`config.mk`:
```
export PLATFORM = sky130hd
export DESIGN_NAME = ihp_sram_port_ctrl
export DESIGN_NICKNAME = d
export VERILOG_FILES = /design/src/rtl/ihp_sram_ctrl_pkg.sv /design/src/rtl/ihp_sram_rr_arb.sv /design/src/rtl/ihp_sram_port_ctrl.sv
export SDC_FILE = /design/constraint.sdc
export NUM_CORES = 1
export LEC_CHECK = 0
export CORE_ASPECT_RATIO = 0.8
export CORE_MARGIN = 1.5
export CORE_UTILIZATION = 46
export CTS_BUF_LIST = sky130_fd_sc_hd__clkbuf_8
export DETAILED_ROUTE_END_ITERATION = 10
export PLACE_DENSITY = 0.88
export SLEW_MARGIN = 20
export SYNTH_ARGS = -nofsm -noshare
export SYNTH_HDL_FRONTEND = slang
export SYNTH_SLANG_ARGS = --single-unit
```
`constraint.sdc`:
```
create_clock -name UserCLK -period 20.2 [get_ports UserCLK]
set_clock_uncertainty 0.15 [all_clocks]
set_input_delay 6.06 -clock UserCLK [delete_from_list [all_inputs] [get_ports UserCLK]]
set_output_delay 6.06 -clock UserCLK [all_outputs]
set_load 0.05 [all_outputs]
```
`src/rtl/ihp_sram_ctrl_pkg.sv`:
```
// Shared types for the IHP 1024x32 SRAM port controller: FSM states,
// requester ids and the read-return tag carried alongside each macro read.
package ihp_sram_ctrl_pkg;

   typedef enum logic [1:0] {
      INIT     = 2'd0,
      WAIT_CFG = 2'd1,
      RUN      = 2'd2
   } state_e;

   typedef enum logic {
      PORT_A = 1'b0,
      PORT_B = 1'b1
   } port_e;

   typedef struct packed {
      logic  valid;
      port_e port;
   } tag_t;

   localparam int NUM_PORTS = 2;
   // Command register stage plus the macro's own output register.
   localparam int RD_LAT    = 2;

   function automatic port_e other_port(port_e p);
      return (p == PORT_A) ? PORT_B : PORT_A;
   endfunction

endpackage

```
`src/rtl/ihp_sram_rr_arb.sv`:
```
// Two-way round-robin arbiter. The pointer names the port that wins a tie
// and moves to the other port only when a grant is actually issued.
module ihp_sram_rr_arb
   import ihp_sram_ctrl_pkg::*;
(
   input  logic       clk,
   input  logic       rst,
   input  logic [1:0] req,
   input  logic       en,
   output logic [1:0] gnt
);

   port_e ptr_q, ptr_d;

   always_comb begin
      gnt   = 2'b00;
      ptr_d = ptr_q;
      if (en) begin
         if (req[0] && req[1]) begin
            gnt = (ptr_q == PORT_A) ? 2'b01 : 2'b10;
         end else begin
            gnt = req;
         end
      end
      if (gnt[0]) begin
         ptr_d = other_port(PORT_A);
      end else if (gnt[1]) begin
         ptr_d = other_port(PORT_B);
      end
   end

   always_ff @(posedge clk or posedge rst) begin
      if (rst) begin
         ptr_q <= PORT_A;
      end else begin
         ptr_q <= ptr_d;
      end
   end

endmodule

```
`src/rtl/ihp_sram_port_ctrl.sv`:
```
// Two-requester controller for the IHP 1024x32 SRAM macro: optional zero-fill
// sweep, round-robin arbitration, registered macro strobes, tagged read return.
module ihp_sram_port_ctrl
   import ihp_sram_ctrl_pkg::*;
#(
   parameter int ADDR_W     = 10,
   parameter int DATA_W     = 32,
   parameter int INIT_CLEAR = 1
) (
   input  logic              UserCLK,
   input  logic              RST,
   input  logic              configured,

   input  logic              a_valid,
   output logic              a_ready,
   input  logic              a_we,
   input  logic [ADDR_W-1:0] a_addr,
   input  logic [DATA_W-1:0] a_wdata,
   input  logic [DATA_W-1:0] a_wmask,
   output logic              a_rvalid,
   output logic [DATA_W-1:0] a_rdata,

   input  logic              b_valid,
   output logic              b_ready,
   input  logic              b_we,
   input  logic [ADDR_W-1:0] b_addr,
   input  logic [DATA_W-1:0] b_wdata,
   input  logic [DATA_W-1:0] b_wmask,
   output logic              b_rvalid,
   output logic [DATA_W-1:0] b_rdata,

   output logic              init_busy,

   output logic              sram_men,
   output logic              sram_wen,
   output logic              sram_ren,
   output logic [ADDR_W-1:0] sram_addr,
   output logic [DATA_W-1:0] sram_din,
   output logic [DATA_W-1:0] sram_bm,
   input  logic [DATA_W-1:0] sram_dout
);

   localparam int DEPTH = 2 ** ADDR_W;

   state_e                             state_q, state_d;
   logic [ADDR_W-1:0]                  cnt_q, cnt_d;
   logic                               men_q, men_d;
   logic                               wen_q, wen_d;
   logic                               ren_q, ren_d;
   logic                               busy_q, busy_d;
   logic [ADDR_W-1:0]                  addr_q, addr_d;
   logic [DATA_W-1:0]                  din_q, din_d;
   logic [DATA_W-1:0]                  bm_q, bm_d;
   tag_t [RD_LAT-1:0]                  tag_q, tag_d;
   logic [NUM_PORTS-1:0]               rvalid_q, rvalid_d;
   logic [NUM_PORTS-1:0][DATA_W-1:0]   rdata_q, rdata_d;

   logic [NUM_PORTS-1:0] req, gnt;
   logic                 sel_b;
   logic                 req_we;
   logic [ADDR_W-1:0]    req_addr;
   logic [DATA_W-1:0]    req_wdata;
   logic [DATA_W-1:0]    req_wmask;

   assign req = {b_valid, a_valid};

   ihp_sram_rr_arb u_arb (
      .clk (UserCLK),
      .rst (RST),
      .req (req),
      .en  (state_q == RUN),
      .gnt (gnt)
   );

   assign a_ready = gnt[0];
   assign b_ready = gnt[1];

   assign sel_b     = gnt[1];
   assign req_we    = sel_b ? b_we    : a_we;
   assign req_addr  = sel_b ? b_addr  : a_addr;
   assign req_wdata = sel_b ? b_wdata : a_wdata;
   assign req_wmask = sel_b ? b_wmask : a_wmask;

   always_comb begin
      state_d = state_q;
      cnt_d   = cnt_q;
      men_d   = 1'b0;
      wen_d   = 1'b0;
      ren_d   = 1'b0;
      busy_d  = 1'b0;
      addr_d  = addr_q;
      din_d   = din_q;
      bm_d    = bm_q;
      tag_d[0] = '{valid: 1'b0, port: PORT_A};
      for (int i = 1; i < RD_LAT; i++) begin
         tag_d[i] = tag_q[i-1];
      end

      case (state_q)
         INIT: begin
            men_d  = 1'b1;
            wen_d  = 1'b1;
            bm_d   = '1;
            din_d  = '0;
            addr_d = cnt_q;
            busy_d = 1'b1;
            cnt_d  = cnt_q + ADDR_W'(1);
            if (cnt_q == ADDR_W'(DEPTH - 1)) begin
               state_d = WAIT_CFG;
            end
         end
         WAIT_CFG: begin
            if (configured) begin
               state_d = RUN;
            end
         end
         RUN: begin
            // Losing configured later is ignored on purpose: traffic keeps flowing.
            if (|gnt) begin
               men_d  = 1'b1;
               wen_d  = req_we;
               ren_d  = !req_we;
               addr_d = req_addr;
               if (req_we) begin
                  din_d = req_wdata;
                  bm_d  = req_wmask;
               end else begin
                  bm_d     = '0;
                  tag_d[0] = '{valid: 1'b1, port: sel_b ? PORT_B : PORT_A};
               end
            end
         end
         default: state_d = WAIT_CFG;
      endcase
   end

   for (genvar p = 0; p < NUM_PORTS; p++) begin : g_port
      localparam port_e PID = (p == 0) ? PORT_A : PORT_B;
      assign rvalid_d[p] = tag_q[RD_LAT-1].valid && (tag_q[RD_LAT-1].port == PID);
      assign rdata_d[p]  = rvalid_d[p] ? sram_dout : rdata_q[p];
   end

   always_ff @(posedge UserCLK or posedge RST) begin
      if (RST) begin
         state_q  <= (INIT_CLEAR != 0) ? INIT : WAIT_CFG;
         cnt_q    <= '0;
         men_q    <= 1'b0;
         wen_q    <= 1'b0;
         ren_q    <= 1'b0;
         busy_q   <= 1'b0;
         addr_q   <= '0;
         din_q    <= '0;
         bm_q     <= '0;
         tag_q    <= '0;
         rvalid_q <= '0;
         rdata_q  <= '0;
      end else begin
         state_q  <= state_d;
         cnt_q    <= cnt_d;
         men_q    <= men_d;
         wen_q    <= wen_d;
         ren_q    <= ren_d;
         busy_q   <= busy_d;
         addr_q   <= addr_d;
         din_q    <= din_d;
         bm_q     <= bm_d;
         tag_q    <= tag_d;
         rvalid_q <= rvalid_d;
         rdata_q  <= rdata_d;
      end
   end

   assign init_busy = busy_q;
   assign sram_men  = men_q;
   assign sram_wen  = wen_q;
   assign sram_ren  = ren_q;
   assign sram_addr = addr_q;
   assign sram_din  = din_q;
   assign sram_bm   = bm_q;
   assign a_rvalid  = rvalid_q[0];
   assign a_rdata   = rdata_q[0];
   assign b_rvalid  = rvalid_q[1];
   assign b_rdata   = rdata_q[1];

endmodule

```
==> results.tsv <==
metric	value	unit
n_fill_cell	1050	
cap_violations	0	
p_leak	4.50	nW
die_width	142	um
tns	0	ns
slew_headroom	0.364	
dp_slack	5.19	ns
post_dp_cell_area	10500	sq um
drv_slew	0	
seq_area	4000	sq um
die_height	114	um
final.setup.worst_slack	5.19	ns
tightest_slew	0.952	ns
rrSetupSlack	17.59	ns
grt_use_total	0.262	
clkTransAtPathRegs	0.09	ns
hp-class	reg -> reg	
syn_area_per_cell	11.4	sq um
synth_compound_area_frac	0.0897	
ys_warn_count	0	
drive_above_1_share	0.132	
synthXorXnorAreaFrac	0.0110	
ant_nets	0	
p_sw	0.681	mW
grt_pass1_vias	6204	
synth_top_area_frac	0.561	
dieArea	16300	sq um
syn_nets	814	
hold_buffers	0	
place.gp.congestion	0.831	
combPwrFrac	0.513	
power_density	136	nW/um^2
post-route-min-period	15.01	ns
synth_top_family_by_area	multiplexers	
yosysTopAreaCell	dfrtp_1	
rows	40	
pwr-share-seq	0.324	
synth_cell_type_count	37	
syn2layout_area_growth	53.4	%
cts.sinks	160	
overflow	0	
core	15100	sq um
root_buffer	clkbuf_8	
avgRoutedWirePerCell	18.1	um
clockBufferDepth	2	
multi_input_area	2860	sq um
initial_core_util	0.472	
vias	6171	
critPathLaunchType	input pin	
setup_viol_count_final	0	
critPathMaxFanout	43	
grt_max_degree	103	
crit_type	in -> out	
synth-seq-cells	160	
hpwlAfterDp	15.1	mm
cts_made_buffers	17	
clock_latency	0.45	ns
finalCritPeriodShare	0.743	
htree_levels	4	
cts_tree	done	
drt-pass1-iter-count	5	
post_cts_resized	0	
netlist_area	7140	sq um
fin_nets	1123	
drtIter0Drc	366	
via_per_inst	5.33	
crit_arrival	8.80	ns
end_kind	output port	
yosysSeqAreaShare	0.561	
cp.required	13.99	ns
hold_viol_final	0	
synthSimpleGateAreaFrac	0.137	
peakVddDrop	72.2	uV
grt_pass1_wl	32.8	mm
totalWireLength	20.9	mm
antenna_found_initial	0	
postCtsSetupBuffers	0	
io_buffers	332	
syn_inst	626	
drc	0	
ios	333	
n_antenna_cell	0	
fin_area	11000	sq um
intPower	0.811	mW
fmax	66.6	MHz
synth-adder-area-share	0.00175	
synth.area.mux_share	0.158	
synth_area_leaders	dfrtp_1 56%, mux2_2 10%, nand3_1 7.1%, mux2i_1 5.7%, a31oi_1 2.9%	
sw_frac_of_total	0.457	
rsz0062_at_grt	no	
power_frac_clock	0.163	
status	complete, no violations	
[flip-flops by register name, indices dropped and copies added (netlist names)]
signal,cells
a_rdata,32
u_arb.ptr_q,1
sram_wen,1
sram_addr,10
state_q,2
sram_din,32
b_rdata,32
tag_d,1
sram_bm,32
init_busy,1
sram_men,1
cnt_q,10
tag_q,2
sram_ren,1
rvalid_q,2
[per-stage QoR]
| step | cells | power, mW | hold slack [ns] | utilization |
|---|---|---|---|---|
| CTS | 1158 | 1.50 | 0.209 | 0.725 |
| floorplan | 626 | 0.975 | 0.181 | - |
| global route | 1158 | 1.56 | 0.227 | 0.725 |
| detailed placement | 1126 | 1.26 | 0.188 | 0.698 |
| finish | 1158 | 1.49 | 0.206 | 0.725 |
| global placement | 1126 | 1.24 | 0.183 | 0.698 |
[synthesized netlist by cell type]
master	number
o211ai_2	10
nand3b_1	1
or2_1	2
nand2_1	46
nor2_2	1
xnor2_1	9
nor2b_1	2
and4_1	1
clkbuf_1	15
nand4_1	3
buf_4	5
buf_2	27
inv_4	1
nor3b_1	3
nand2b_4	2
nand2b_1	2
dfrtp_1	160
a32oi_2	1
a21oi_1	11
nor2_1	35
o21ai_0	4
a31oi_1	33
o211ai_1	22
a41oi_1	1
nand3_1	101
and3_2	1
buf_6	3
and2_1	2
mux2_2	64
o22ai_1	7
ha_1	1
buf_1	1
mux2i_1	41
nand3_2	1
inv_2	1
inv_1	4
and3_1	2
[placed cells by master, fill, tap and decap left out, types with 2 or more instances in the layout]
master	netlist	final
nand2b_4	2	2
mux2_2	64	64
a21oi_1	11	11
nand2b_1	2	2
nand3_1	101	101
dfrtp_1	160	160
inv_1	4	4
bufinv_16	0	2
o22ai_1	7	7
clkdlybuf4s50_1	0	332
a31oi_1	33	33
mux2i_1	41	41
buf_4	5	9
inv_6	0	7
and2_1	2	2
inv_8	0	2
o21ai_0	4	4
clkbuf_8	0	17
or2_1	2	2
o211ai_1	22	22
nand4_1	3	3
nor2_1	35	35
nand2_1	46	45
nor3b_1	3	3
clkinv_4	0	2
xnor2_1	9	9
clkinvlp_4	0	2
o211ai_2	10	10
and3_1	2	2
[metal layers]
metal / track usage / vias to the layer above / part of all wire
met5: 0 / - / 0
li1: - / 2868 / -
met4: 0.0832 / 0 / 0.022
met3: 0.0795 / 33 / 0.085
met2: 0.454 / 277 / 0.50
met1: 0.314 / 2993 / 0.39
[final timing paths]
| path | startpoint | to | cells after the start |
|---|---|---|---|
| worst max-delay path | b_valid | a_ready | 7 |
| worst min-delay path | tag_d[2] | tag_q[2] | 0 |
| worst max register to register | state_q[1] | sram_addr[0] | 5 |
| worst min register to register | tag_d[2] | tag_q[2] | 0 |
| max in group asynchronous | RST | sram_bm[30] | 3 |
| min in group asynchronous | RST | sram_din[27] | 2 |
[power groups by stage]
stage | clock, mW | sequential, mW | combinational, mW
detailed placement | 0 | 0.488 | 0.767
global route | 0.262 | 0.496 | 0.800
global placement | 0 | 0.481 | 0.756
floorplan | 0 | 0.807 | 0.168
CTS | 0.248 | 0.483 | 0.769
finish | 0.244 | 0.483 | 0.765
[cell families after synthesis]
| group | after synthesis |
|---|---|
| AOI/OAI and AO/OA | 89 |
| xor gates and xnor gates | 9 |
| adders and majority gates | 1 |
| buffers and inverters | 57 |
| DFF | 160 |
| muxes | 105 |
| and+or+nand+nor | 205 |
[worst max-delay path, stage by stage]
cell and delay (ns):
clkdlybuf4s50_1 0.64, nor3b_1 0.09, or2_1 0.27, inv_2 0.58, nand2_1 0.19, nor2_1 0.14
clkdlybuf4s50_1 0.82
[area by class of cell]
class,count,area share
clock buffers,17,0.0214
clock inverters,15,0.0157
inverters,6,0.00274
multi-input cells,409,0.261
flip-flops and latches,160,0.366
well taps,210,0.0240
repair buffers,341,0.310
Power figures use the tool's default switching activity.
